### config.mk
export PLATFORM = sky130hd
export DESIGN_NAME = branch_resolve_unit_flat
export DESIGN_NICKNAME = d
export VERILOG_FILES = /design/src/rtl/mips_pkg.sv /design/src/rtl/branch_resolve_unit_if.sv /design/src/rtl/branch_bht.sv /design/src/rtl/branch_resolve_unit.sv /design/src/flat_wrapper.sv
export SDC_FILE = /design/constraint.sdc
export NUM_CORES = 1
export LEC_CHECK = 0
export ABC_AREA = 1
export CORE_MARGIN = 2
export CORE_UTILIZATION = 40
export CTS_BUF_LIST = sky130_fd_sc_hd__clkbuf_4 sky130_fd_sc_hd__clkbuf_8 sky130_fd_sc_hd__clkbuf_16
export CTS_CLUSTER_DIAMETER = 30
export DETAILED_ROUTE_END_ITERATION = 8
export PLACE_DENSITY = 0.78
export RECOVER_POWER = 25
export SLEW_MARGIN = 20
export SYNTH_ARGS = -nofsm -noshare
export SYNTH_HDL_FRONTEND = slang
export SYNTH_SLANG_ARGS = --single-unit
### constraint.sdc
create_clock -name clk -period 6.6 [get_ports clk]
set_clock_uncertainty 0.05 [all_clocks]
set_input_delay 1.98 -clock clk [delete_from_list [all_inputs] [get_ports clk]]
set_output_delay 1.98 -clock clk [all_outputs]
set_load 0.05 [all_outputs]
### src/rtl/mips_pkg.sv
// Shared MIPS definitions: branch-type encodings and BHT counter constants.
// Used by branch_resolve_unit and its optional branch_bht (BRANCH_PREDICT_EN).
package mips_pkg;

   typedef enum logic [2:0] {
      BR_NONE = 3'd0,
      BR_BEQ  = 3'd1,
      BR_BNE  = 3'd2,
      BR_BLEZ = 3'd3,
      BR_BGTZ = 3'd4,
      BR_BLTZ = 3'd5,
      BR_BGEZ = 3'd6,
      BR_JUMP = 3'd7
   } br_type_e;

   localparam logic [1:0] BHT_CNT_RESET = 2'b01;
   localparam logic [1:0] BHT_CNT_MAX   = 2'b11;
   localparam logic [1:0] BHT_CNT_MIN   = 2'b00;

   // Only conditional branches train the history table; JUMP and NONE never do.
   function automatic logic is_cond_branch(input br_type_e t);
      is_cond_branch = (t != BR_NONE) && (t != BR_JUMP);
   endfunction

endpackage

### src/rtl/branch_resolve_unit_if.sv
// Bundle of resolve-side inputs, fetch-side lookup and registered results
// of branch_resolve_unit.
interface branch_resolve_unit_if
   import mips_pkg::*;
#(
   parameter int WIDTH = 32
);
   logic             valid_in;
   br_type_e         br_type;
   logic [WIDTH-1:0] rs_val;
   logic [WIDTH-1:0] rt_val;
   logic [WIDTH-1:0] pc;
   logic [15:0]      imm;
   logic             pred_in;
   logic [WIDTH-1:0] lookup_pc;
   logic             pred_taken;
   logic             valid_out;
   logic             taken_out;
   logic [WIDTH-1:0] target_out;
   logic             mispredict_out;

   modport master (
      output valid_in, br_type, rs_val, rt_val, pc, imm, pred_in, lookup_pc,
      input  pred_taken, valid_out, taken_out, target_out, mispredict_out
   );

   modport slave (
      input  valid_in, br_type, rs_val, rt_val, pc, imm, pred_in, lookup_pc,
      output pred_taken, valid_out, taken_out, target_out, mispredict_out
   );
endinterface

### src/rtl/branch_bht.sv
// Branch history table of 2-bit saturating counters; the read is combinational
// from stored state, so a same-cycle lookup sees the pre-update value.
module branch_bht
   import mips_pkg::*;
#(
   parameter int BHT_DEPTH = 16,
   localparam int IDX_W    = $clog2(BHT_DEPTH)
) (
   input  logic             clk,
   input  logic             reset,
   input  logic [IDX_W-1:0] lookup_idx,
   output logic             pred_taken,
   input  logic             upd_en,
   input  logic [IDX_W-1:0] upd_idx,
   input  logic             upd_taken
);

   logic [1:0] cnt_r [BHT_DEPTH];

   // Counter storage: reset to weakly-not-taken, then saturating train.
   always_ff @(posedge clk) begin
      if (reset) begin
         for (int i = 0; i < BHT_DEPTH; i++) begin
            cnt_r[i] <= BHT_CNT_RESET;
         end
      end else if (upd_en) begin
         if (upd_taken) begin
            if (cnt_r[upd_idx] != BHT_CNT_MAX) begin
               cnt_r[upd_idx] <= cnt_r[upd_idx] + 2'd1;
            end
         end else if (cnt_r[upd_idx] != BHT_CNT_MIN) begin
            cnt_r[upd_idx] <= cnt_r[upd_idx] - 2'd1;
         end
      end
   end

   assign pred_taken = cnt_r[lookup_idx][1];

endmodule

### src/rtl/branch_resolve_unit.sv
// Resolves branch outcome/target with one-cycle registered results.
// Define BRANCH_PREDICT_EN to build the branch_bht predictor; otherwise pred_taken is 0.
module branch_resolve_unit
   import mips_pkg::*;
#(
   parameter int WIDTH     = 32,
   parameter int BHT_DEPTH = 16
) (
   input  logic                 clk,
   input  logic                 reset,
   branch_resolve_unit_if.slave bus
);

   localparam int IDX_W = $clog2(BHT_DEPTH);

   logic             taken_s;
   logic             rs_neg_s;
   logic             rs_zero_s;
   logic [WIDTH-1:0] imm_ext_s;
   logic [WIDTH-1:0] target_s;
   logic             pred_s;
   logic             unused_s;

   logic             valid_r;
   logic             taken_r;
   logic             mispredict_r;
   logic [WIDTH-1:0] target_r;

   assign rs_neg_s  = bus.rs_val[WIDTH-1];
   assign rs_zero_s = (bus.rs_val == {WIDTH{1'b0}});
   assign imm_ext_s = WIDTH'($signed(bus.imm));
   // Word offset -> byte offset; the sum wraps modulo 2^WIDTH by design.
   assign target_s  = bus.pc + WIDTH'(32'd4) + {imm_ext_s[WIDTH-3:0], 2'b00};

   // Branch condition evaluation, signed on rs.
   always_comb begin
      taken_s = 1'b0;
      case (bus.br_type)
         BR_BEQ:  taken_s = (bus.rs_val == bus.rt_val);
         BR_BNE:  taken_s = (bus.rs_val != bus.rt_val);
         BR_BLEZ: taken_s = rs_neg_s | rs_zero_s;
         BR_BGTZ: taken_s = ~rs_neg_s & ~rs_zero_s;
         BR_BLTZ: taken_s = rs_neg_s;
         BR_BGEZ: taken_s = ~rs_neg_s;
         BR_JUMP: taken_s = 1'b1;
         default: taken_s = 1'b0;
      endcase
   end

   // Result registers; target holds across idle cycles.
   always_ff @(posedge clk) begin
      if (reset) begin
         valid_r      <= 1'b0;
         taken_r      <= 1'b0;
         mispredict_r <= 1'b0;
         target_r     <= {WIDTH{1'b0}};
      end else begin
         valid_r      <= bus.valid_in;
         taken_r      <= bus.valid_in & taken_s;
         mispredict_r <= bus.valid_in & (taken_s ^ bus.pred_in);
         if (bus.valid_in) begin
            target_r <= target_s;
         end
      end
   end

   assign bus.valid_out      = valid_r;
   assign bus.taken_out      = taken_r;
   assign bus.mispredict_out = mispredict_r;
   assign bus.target_out     = target_r;

`ifdef BRANCH_PREDICT_EN
   logic upd_en_s;
   assign upd_en_s = bus.valid_in & is_cond_branch(bus.br_type);

   branch_bht #(
      .BHT_DEPTH (BHT_DEPTH)
   ) u_bht (
      .clk        (clk),
      .reset      (reset),
      .lookup_idx (bus.lookup_pc[IDX_W+1:2]),
      .pred_taken (pred_s),
      .upd_en     (upd_en_s),
      .upd_idx    (bus.pc[IDX_W+1:2]),
      .upd_taken  (taken_s)
   );

   assign unused_s = ^{bus.lookup_pc[WIDTH-1:IDX_W+2], bus.lookup_pc[1:0]};
`else
   assign pred_s   = 1'b0;
   assign unused_s = ^bus.lookup_pc;
`endif

   assign bus.pred_taken = pred_s;

endmodule

### src/flat_wrapper.sv
// flat-port wrapper written by rule: the top's interface ports become plain ports
module branch_resolve_unit_flat import mips_pkg::*;
#(
   parameter int WIDTH     = 32,
   parameter int BHT_DEPTH = 16
)
  (clk, reset, bus_valid_in, bus_br_type, bus_rs_val, bus_rt_val, bus_pc, bus_imm, bus_pred_in, bus_lookup_pc, bus_pred_taken, bus_valid_out, bus_taken_out, bus_target_out, bus_mispredict_out);
  branch_resolve_unit_if #(.WIDTH(WIDTH)) bus_i ();
  input  logic clk;
  input  logic reset;
  input wire logic [$bits(bus_i.valid_in)-1:0] bus_valid_in;
  input wire logic [$bits(bus_i.br_type)-1:0] bus_br_type;
  input wire logic [$bits(bus_i.rs_val)-1:0] bus_rs_val;
  input wire logic [$bits(bus_i.rt_val)-1:0] bus_rt_val;
  input wire logic [$bits(bus_i.pc)-1:0] bus_pc;
  input wire logic [$bits(bus_i.imm)-1:0] bus_imm;
  input wire logic [$bits(bus_i.pred_in)-1:0] bus_pred_in;
  input wire logic [$bits(bus_i.lookup_pc)-1:0] bus_lookup_pc;
  output wire logic [$bits(bus_i.pred_taken)-1:0] bus_pred_taken;
  output wire logic [$bits(bus_i.valid_out)-1:0] bus_valid_out;
  output wire logic [$bits(bus_i.taken_out)-1:0] bus_taken_out;
  output wire logic [$bits(bus_i.target_out)-1:0] bus_target_out;
  output wire logic [$bits(bus_i.mispredict_out)-1:0] bus_mispredict_out;
  assign bus_i.valid_in = bus_valid_in;
  assign bus_i.br_type = bus_br_type;
  assign bus_i.rs_val = bus_rs_val;
  assign bus_i.rt_val = bus_rt_val;
  assign bus_i.pc = bus_pc;
  assign bus_i.imm = bus_imm;
  assign bus_i.pred_in = bus_pred_in;
  assign bus_i.lookup_pc = bus_lookup_pc;
  assign bus_pred_taken = bus_i.pred_taken;
  assign bus_valid_out = bus_i.valid_out;
  assign bus_taken_out = bus_i.taken_out;
  assign bus_target_out = bus_i.target_out;
  assign bus_mispredict_out = bus_i.mispredict_out;
  branch_resolve_unit #(.WIDTH(WIDTH), .BHT_DEPTH(BHT_DEPTH)) u_core (.clk(clk), .reset(reset), .bus(bus_i));
endmodule
==> results of run 1 <==
-- report_power, final --
part           switching (uW)  internal [uW]
Clock                    80.1            122
Sequential               10.4            233
Combinational             295            206
-- worst max-delay path, cell delays in order --
cell and delay (ns):
clkdlybuf4s50_1 0.85, ha_1 0.34, ha_1 0.37, a21oi_1 0.19
o21ai_0 0.18, a21oi_1 0.28, nor2_1 0.08, nor2_1 0.15
a21oi_1 0.09, nor2_1 0.14, nor2_1 0.05
-- routing by layer --
| metal | share of wire [%] | wire, microns | up-vias | track usage [%] |
|---|---|---|---|---|
| li1 | - | - | 2475 | - |
| met1 | 45 | 5010 | 1997 | 26.2 |
| met2 | 47 | 5280 | 120 | 35.2 |
| met3 | 6.2 | 687 | 14 | 4.27 |
| met4 | 1.5 | 168 | 0 | 4.67 |
| met5 | 0 | 0 | - | 0 |
-- stage by stage --
stage | utilization, % | cell area [sq um] | hold slack, ns | setup WS [ns]
after floorplan | - | 4110 | 0.665 | 2.72
after global placement | 56.8 | 5760 | 0.424 | 1.81
after detailed placement | 56.8 | 5760 | 0.435 | 1.77
after CTS | 58.0 | 5880 | 0.457 | 2.07
after global routing | 58.0 | 5880 | 0.492 | 1.82
final | 58.0 | 5880 | 0.444 | 2.04
-- area by class of cell --
cell class              count  area, sq um  share of cell area (%)
clock inverters             2         35.0                   0.596
well taps                 136          170                    2.90
multi-input cells         551         3020                    51.3
repair buffers            155         1540                    26.3
inverters                  88          330                    5.62
flip-flops and latches     35          701                    11.9
clock buffers               6         82.6                    1.41
-- worst paths after layout --
kind	start	to	slack [ns]	cells after the start
max	bus_imm[15]	u_core.bus.target_out[30]$_SDFFE_PP0P_	2.04	11
min	u_core.bus.target_out[1]$_SDFFE_PP0P_	u_core.bus.target_out[1]$_SDFFE_PP0P_	0.44	2
max reg2reg	u_core.bus.target_out[14]$_SDFFE_PP0P_	u_core.bus.target_out[14]$_SDFFE_PP0P_	5.79	4
min reg2reg	u_core.bus.target_out[1]$_SDFFE_PP0P_	u_core.bus.target_out[1]$_SDFFE_PP0P_	0.44	2
-- Yosys cell counts, drive strengths merged --
library cell | number | area (sq um)
nand2 | 183 | 709
nor2 | 139 | 532
inv | 87 | 327
ha | 57 | 713
o21ai | 42 | 210
a21oi | 41 | 213
dfxtp | 35 | 701
nand3 | 29 | 150
xnor2 | 22 | 193
xor2 | 14 | 123
clkbuf | 6 | 32.5
a21o | 5 | 37.5
nor3 | 4 | 20.0
a31oi | 2 | 12.5
buf | 2 | 18.8
nand4 | 2 | 12.5
o211ai | 2 | 15.0
o21a | 2 | 15.0
clkinv | 1 | 3.75
conb | 1 | 3.75
dlymetal6s2s | 1 | 12.5
fa | 1 | 20.0
nand3b | 1 | 7.51
nor4 | 1 | 6.26
o21bai | 1 | 7.51
o221ai | 1 | 8.76
or2 | 1 | 6.26
-- kinds of logic after synthesis --
kind of cell	after synthesis
other	1
and+or+nand+nor	360
AOI/OAI and AO/OA	96
buffers and inverters	97
DFF	35
adders and majority gates	58
xor gates and xnor gates	36
-- state kept, by name (all words and copies together) (netlist names) --
register and cells:
u_core.bus.taken_out 1, u_core.bus.mispredict_out 1, u_core.bus.target_out 32, u_core.bus.valid_out 1
==> impl_metrics.py, run 1 <==
metrics = {
    "critical_path": {
        "crit_arrival_ns": 4.69,
        "cp_max_fo": 15,
        "cp-end-kind": "register",
        "cp.required_ns": 6.74,
        "startpoint_type": "input pin",
        "critPathKind": "in -> reg",
    },
    "final_layout": {
        "fill_cells": 1000,
        "fin_nets": 1045,
        "final_cell_mix": "nand2_1, clkdlybuf4s50_1, nor2_1",
        "instances_no_fill": 973,
        "drive_gt1_share_pct": 2.99,
        "diodes": 0,
        "layout_commonest_cell": "nand2_1",
        "area_growth_pct": 43.0,
    },
    "synthesis": {
        "syn_nets": 892,
        "synth_compound_area_share_pct": 12.6,
        "muxShareOfSynthArea_pct": 0,
        "yosysSeqAreaShare_pct": 17.0,
        "ys_warn_count": 0,
        "synth_top_family_by_area": "simple AND/OR/NAND/NOR gates",
        "yosysUniqueCellTypes": 34,
        "syn_area_sq_um": 4110,
        "avgSynthCellArea_sq_um": 6.02,
        "syn_inst": 683,
        "synth_fa_ha_area_share_pct": 17.8,
        "yosys.area_share.simple_pct": 35.1,
        "synth-seq-cells": 35,
        "synth-xor-area-share_pct": 7.67,
    },
    "clock_tree": {
        "ctsHoldBuffers": 0,
        "cts.htree.levels": 2,
        "cts_resized": 0,
        "post-cts-setup-buffer-count": 0,
        "clock_path_buffers": 2,
        "cts_made_buffers": 5,
        "cts_tree": "yes",
        "cts_sinks": 35,
        "clock_latency_ns": 0.29,
        "clk_transition_reported_paths_ns": 0.07,
        "root_buffer": "clkbuf_8",
    },
    "detailed_routing": {
        "num_vias": 4606,
        "drc": 0,
        "drtIter0Drc": 236,
        "first_pass_iters": 5,
        "viasPerCell": 4.73,
        "drt-total-wl_microns": 11200,
        "ant_nets": 0,
        "wire_per_inst_microns": 11.5,
    },
    "sta": {
        "finalCriticalPeriod_ns": 4.56,
        "tightest_slew_ns": 1.04,
        "maxSlewViolCount": 0,
        "fmax_mhz": 219,
        "setup_viol": 0,
        "post-route-period-util_pct": 69.0,
        "setup_tns_ns": 0,
        "rsz0062_at_grt": "no",
        "hold_viol_final": 0,
        "relSlewSlack_pct": 30.9,
    },
    "floorplanning": {
        "num_io_pins": 187,
        "fp-row-count": 37,
        "die-area_sq_um": 11100,
        "die_h_microns": 105,
        "die_w_microns": 105,
        "start_util_pct": 40.5,
        "core-area_sq_um": 10100,
    },
    "pwr": {
        "design_power_total_uw": 947,
        "p_leak_uw": 0.00290,
        "p_per_area_nw_per_um2": 161,
        "vdd_drop_max_mv": 0.0853,
    },
    "grt": {
        "antenna_found_initial": 0,
        "grt_pass1_vias": 4241,
        "grt_pass1_wl_microns": 19000,
        "grt_use_total_pct": 20.5,
        "grt-ovfl-total": 0,
        "grt_max_degree": 47,
    },
    "hold_path": {
        "min_path_type": "reg -> reg",
    },
    "placement": {
        "port_buffers": 153,
        "post-place-cells": 965,
        "dp_hpwl_microns": 9470,
        "place.gp.congestion": 0.925,
    },
    "flow_run": {
        "maxCapViolCount": 0,
    },
    "status": {
        "status": "complete, no violations",
    },
}
Power figures use the tool's default switching activity.
==> inputs of run 2 (changes only) <==
- CORE_UTILIZATION: 40 -> 39
- PLACE_DENSITY: 0.78 -> 0.79
- clock period: 6.6 -> 3.9 ns (I/O delays scaled with it)
==> impl_metrics.py, run 2 (synthesized netlist as in run 1, its figures left out) <==
metrics = {
    "detailed_routing": {
        "ant_nets": 0,
        "first_pass_iters": 4,
        "num_vias": 4630,
        "viasPerCell": 4.74,
        "drtIter0Drc": 181,
        "drc": 0,
        "wire_per_inst_microns": 12.0,
        "drt-total-wl_microns": 11700,
    },
    "final_layout": {
        "fin_nets": 1048,
        "diodes": 0,
        "regArea_sq_um": 701,
        "fill_cells": 1026,
        "area_growth_pct": 43.5,
        "final_cell_mix": "nand2_1, clkdlybuf4s50_1, nor2_1",
        "multiInputGateArea_sq_um": 3020,
        "drive_gt1_share_pct": 3.45,
        "layout_commonest_cell": "nand2_1",
        "largest_reg_flops": 32,
    },
    "critical_path": {
        "rrSetupSlack_ns": 3.13,
        "timing.rr.start": "u_core.bus.target_out[20]$_SDFFE_PP0P_",
        "cp-end-kind": "register",
        "cp.required_ns": 4.03,
        "crit_end": "u_core.bus.target_out[30]$_SDFFE_PP0P_",
        "r2r_end": "u_core.bus.target_out[20]$_SDFFE_PP0P_",
        "critPathKind": "in -> reg",
        "crit_start": "bus_imm[15]",
        "cp_max_fo": 9,
        "startpoint_type": "input pin",
        "crit_arrival_ns": 3.56,
        "r2r_cells": 4,
    },
    "placement": {
        "place.gp.congestion": 0.923,
        "dp_hpwl_microns": 10000,
        "dpl_worst_slack_ns": 0.180,
        "port_buffers": 153,
    },
    "grt": {
        "grt_max_degree": 46,
        "antenna_found_initial": 0,
        "grt_pass1_vias": 4397,
        "grt_use_total_pct": 21.0,
        "grt-ovfl-total": 0,
        "grt_pass1_wl_microns": 19600,
    },
    "flow_run": {
        "maxCapViolCount": 0,
    },
    "floorplanning": {
        "num_io_pins": 187,
        "fp-row-count": 37,
        "die_w_microns": 107,
        "die_h_microns": 107,
        "start_util_pct": 40.0,
        "die-area_sq_um": 11400,
        "core-area_sq_um": 10300,
    },
    "sta": {
        "tightest_slew_ns": 0.543,
        "fin_ws_ns": 0.475,
        "relSlewSlack_pct": 63.7,
        "setup_tns_ns": 0,
        "fmax_mhz": 292,
        "rsz0062_at_grt": "no",
        "setup_viol": 0,
        "finalCriticalPeriod_ns": 3.43,
        "post-route-period-util_pct": 87.8,
        "hold_viol_final": 0,
        "maxSlewViolCount": 0,
    },
    "clock_tree": {
        "cts_made_buffers": 5,
        "clk_transition_reported_paths_ns": 0.07,
        "cts_tree": "yes",
        "cts_resized": 0,
        "cts.htree.levels": 2,
        "post-cts-setup-buffer-count": 0,
        "clock_latency_ns": 0.29,
        "clock_path_buffers": 2,
        "cts_sinks": 35,
        "ctsHoldBuffers": 0,
        "root_buffer": "clkbuf_8",
    },
    "status": {
        "status": "complete, no violations",
    },
    "pwr": {
        "vdd_drop_max_mv": 0.160,
        "p_per_area_nw_per_um2": 273,
        "p_leak_uw": 0.00290,
    },
    "hold_path": {
        "min_path_type": "reg -> reg",
    },
}
run 2: cell types whose count changed in the layout (fill, tap and decap cells not counted):
cell | before | now
dlygate4sd3_1 | 16 | 12
clkbuf_8 | 6 | 5
clkbuf_1 | 1 | 0
clkdlybuf4s50_1 | 137 | 141
clkinv_4 | 0 | 1
buf_4 | 1 | 5
run 2: layout make-up:
class,count,share of cell area (%)
timing repair buffer,158,26.6
inverter,88,5.60
multi-input combinational,551,51.1
clock inverter,3,0.742
tap,136,2.89
clock buffer,5,1.17
sequential,35,11.9
run 2: worst min path at each step:
| stage | from | end | slack (ns) | cells past startpoint |
|---|---|---|---|---|
| after floorplan | u_core.bus.target_out[12]$_SDFFE_PP0P_ | u_core.bus.target_out[12]$_SDFFE_PP0P_ | 0.67 | 2 |
| final | u_core.bus.target_out[0]$_SDFFE_PP0P_ | u_core.bus.target_out[0]$_SDFFE_PP0P_ | 0.46 | 2 |
| after global placement | u_core.bus.target_out[1]$_SDFFE_PP0P_ | u_core.bus.target_out[1]$_SDFFE_PP0P_ | 0.43 | 2 |
| after detailed placement | u_core.bus.target_out[1]$_SDFFE_PP0P_ | u_core.bus.target_out[1]$_SDFFE_PP0P_ | 0.44 | 2 |
| after CTS | u_core.bus.target_out[0]$_SDFFE_PP0P_ | u_core.bus.target_out[0]$_SDFFE_PP0P_ | 0.46 | 2 |
| after global routing | u_core.bus.target_out[3]$_SDFFE_PP0P_ | u_core.bus.target_out[3]$_SDFFE_PP0P_ | 0.50 | 2 |
run 2: where the power goes:
part / total [uW] / switching, uW / internal (uW) / leakage, uW
Sequential: 413 / 17.8 / 395 / 0.000291
Clock: 337 / 147 / 190 / 0.0000581
Combinational: 862 / 507 / 354 / 0.00255
run 2: through the flow:
| stage | power [uW] | hold slack [ns] | std cells | utilization, % | instance area, sq um |
|---|---|---|---|---|---|
| after floorplan | 964 | 0.665 | 683 | - | 4110 |
| after global placement | 1280 | 0.429 | 968 | 56.3 | 5790 |
| after detailed placement | 1280 | 0.439 | 968 | 56.3 | 5790 |
| after CTS | 1620 | 0.461 | 976 | 57.4 | 5900 |
| after global routing | 1730 | 0.502 | 976 | 57.4 | 5900 |
| final | 1610 | 0.456 | 976 | 57.4 | 5900 |
run 2: metal layers:
layer,global-route usage [%],up-vias,part of all wire (%)
li1,-,2479,-
met1,27.0,2036,46
met2,37.2,103,47
met3,2.67,12,4.8
met4,5.10,0,1.3
met5,0,-,0
run 2: worst max-delay path, stage by stage:
cell	delay, ns
clkdlybuf4s50_1	0.45
buf_4	0.19
ha_1	0.29
ha_1	0.37
a21oi_1	0.17
o21ai_0	0.16
a21oi_1	0.27
nor2_1	0.07
nor2_1	0.13
a21oi_1	0.08
nor2_1	0.13
nor2_1	0.06
==> inputs of run 3 (changes only) <==
- ABC_AREA: 1 -> unset
- CORE_ASPECT_RATIO: unset -> 0.8
- CORE_UTILIZATION: 39 -> 37
==> impl_metrics.py, run 3 <==
metrics = {
    "pwr": {
        "p_leak_uw": 0.00249,
        "design_power_total_uw": 1770,
        "p_per_area_nw_per_um2": 311,
        "vdd_drop_max_mv": 0.157,
    },
    "clock_tree": {
        "cts.htree.levels": 2,
        "cts_made_buffers": 5,
        "clock_path_buffers": 2,
        "ctsHoldBuffers": 0,
        "clock_latency_ns": 0.28,
        "root_buffer": "clkbuf_16",
        "clk_transition_reported_paths_ns": 0.06,
        "cts_sinks": 35,
        "cts_tree": "yes",
    },
    "floorplanning": {
        "die_h_microns": 91.7,
        "num_io_pins": 187,
        "die_w_microns": 114,
        "start_util_pct": 38.7,
        "core-area_sq_um": 9190,
        "fp-row-count": 31,
        "die-area_sq_um": 10400,
    },
    "flow_run": {
        "maxCapViolCount": 0,
    },
    "sta": {
        "fmax_mhz": 265,
        "post-route-period-util_pct": 96.7,
        "hold_viol_final": 0,
        "tightest_slew_ns": 0.889,
        "hold_ws_ns": 0.399,
        "setup_tns_ns": 0,
        "relSlewSlack_pct": 40.5,
        "rsz0062_at_grt": "no",
        "setup_viol": 0,
        "finalCriticalPeriod_ns": 3.77,
        "maxSlewViolCount": 0,
    },
    "detailed_routing": {
        "drtIter0Drc": 145,
        "drc": 0,
        "wire_per_inst_microns": 15.4,
        "viasPerCell": 5.32,
        "num_vias": 3895,
        "first_pass_iters": 4,
        "drt-total-wl_microns": 11300,
        "ant_nets": 0,
    },
    "synthesis": {
        "synth_top_family_by_area": "compound AO/OA/AOI/OAI gates",
        "yosys.area_share.simple_pct": 19.0,
        "synth-seq-cells": 35,
        "yosysSeqAreaShare_pct": 19.7,
        "yosysUniqueCellTypes": 58,
        "synth-async-reset-ratio_pct": 0,
        "synth_top_area_cell": "ha_1",
        "avgSynthCellArea_sq_um": 8.44,
        "synth_area_leaders": "ha_1, dfxtp_1, xnor2_1, mux2i_1, nor2_1",
        "synth_edf_count": 0,
        "syn_inst": 421,
        "muxShareOfSynthArea_pct": 4.79,
        "syn_nets": 630,
        "synth_compound_area_share_pct": 20.6,
        "yosysMostFrequentCell": "ha_1",
        "synth_top_area_share_pct": 20.1,
        "ys_warn_count": 0,
        "synth-xor-area-share_pct": 12.6,
        "synth_fa_ha_area_share_pct": 20.6,
        "syn_area_sq_um": 3550,
        "synthFlopType": "dfxtp_1",
        "synth_common_cells": "ha_1, xnor2_1, nor2_1, dfxtp_1, nand2_1",
    },
    "placement": {
        "dp_hpwl_microns": 9570,
        "placed_area_sq_um": 5540,
        "place.gp.congestion": 0.876,
        "port_buffers": 153,
    },
    "grt": {
        "grt_use_total_pct": 21.9,
        "grt-ovfl-total": 0,
        "grt_pass1_wl_microns": 18800,
        "grt_max_degree": 31,
        "grt_pass1_vias": 4149,
        "antenna_found_initial": 0,
    },
    "final_layout": {
        "largest_reg_flops": 32,
        "fill_cells": 798,
        "drive_gt1_share_pct": 11.0,
        "fin_nets": 825,
        "diodes": 0,
        "area_growth_pct": 59.9,
        "utilization_pct": 61.8,
        "final_cell_mix": "clkdlybuf4s50_1, ha_1, buf_4",
        "layout_commonest_cell": "clkdlybuf4s50_1",
        "finalInstanceArea_sq_um": 5680,
        "multiInputGateArea_sq_um": 2770,
        "regArea_sq_um": 701,
    },
    "critical_path": {
        "rrSetupSlack_ns": 2.97,
        "startpoint_type": "input pin",
        "crit_start": "bus_imm[1]",
        "critPathKind": "in -> reg",
        "crit_arrival_ns": 3.89,
        "cp-end-kind": "register",
        "timing.rr.start": "u_core.bus.target_out[29]$_SDFFE_PP0P_",
        "cp.required_ns": 4.02,
        "cp_max_fo": 3,
    },
    "hold_path": {
        "min_path_type": "reg -> reg",
        "hold_start": "u_core.bus.target_out[22]$_SDFFE_PP0P_",
    },
    "status": {
        "status": "complete, no violations",
    },
}
## run 3: layout make-up
class / count / area share (%)
clock inverter: 2 / 0.220
timing repair buffer: 201 / 33.2
sequential: 35 / 12.3
multi-input combinational: 363 / 48.7
tap: 115 / 2.53
clock buffer: 6 / 2.33
inverter: 10 / 0.660
## run 3: what timing repair did
| item | CTS | global route |
|---|---|---|
| setup endpoints to repair | 1 | 2 |
| pin swaps | 0 | 3 |
| setup buffers | 0 | 0 |
| resized for setup | 1 | 1 |
| endpoints found under the hold margin | 0 | 0 |
## run 3: where the power goes
group          total [uW]  switching, uW  internal, uW
Combinational         940            499           442
Sequential            427           24.3           402
Clock                 398            155           243
Total                1770            678          1090
## run 3: worst paths after layout
kind / depth (start not counted) / end
worst min-delay path: 2 / u_core.bus.target_out[22]$_SDFFE_PP0P_
worst max-delay path: 11 / u_core.bus.target_out[27]$_SDFFE_PP0P_
worst max register to register: 2 / u_core.bus.target_out[29]$_SDFFE_PP0P_
worst min register to register: 2 / u_core.bus.target_out[22]$_SDFFE_PP0P_
## run 3: worst max-delay path, cell delays in order
cell and delay (ns):
clkdlybuf4s50_1 0.41, ha_1 0.30, ha_1 0.24, fa_2 0.36
a211oi_2 0.25, o21bai_2 0.12, o21ai_4 0.17, o31ai_4 0.09
and3_1 0.18, or3_1 0.34, a32o_1 0.25
## run 3: kinds of logic (layout without fill, tap and decap cells)
group	count (synthesis)	count (layout)
AO/OA/AOI/OAI	101	101
XOR/XNOR	51	51
adder cells (fa/ha/maj)	58	58
buffers and inverters	23	219
flip-flops	35	35
multiplexers	17	17
other	1	1
AND/OR/NAND/NOR	135	135
## run 3: metal layers
metal | track usage (%) | share of wire, % | wire length, microns | vias to the layer above
met5 | 0 | 0 | 0 | -
met4 | 7.22 | 2.3 | 255 | 0
met3 | 3.11 | 3.9 | 435 | 23
met2 | 38.2 | 48 | 5430 | 110
met1 | 27.8 | 46 | 5160 | 1800
li1 | - | - | - | 1962
## run 3: through the flow
stage,instances,worst slack (ns)
2_1_floorplan,421,0.213
3_3_place_gp,724,-0.243
3_5_place_dp,724,-0.324
4_1_cts,732,0.0199
5_1_grt,732,0.00927
6_report,732,0.129
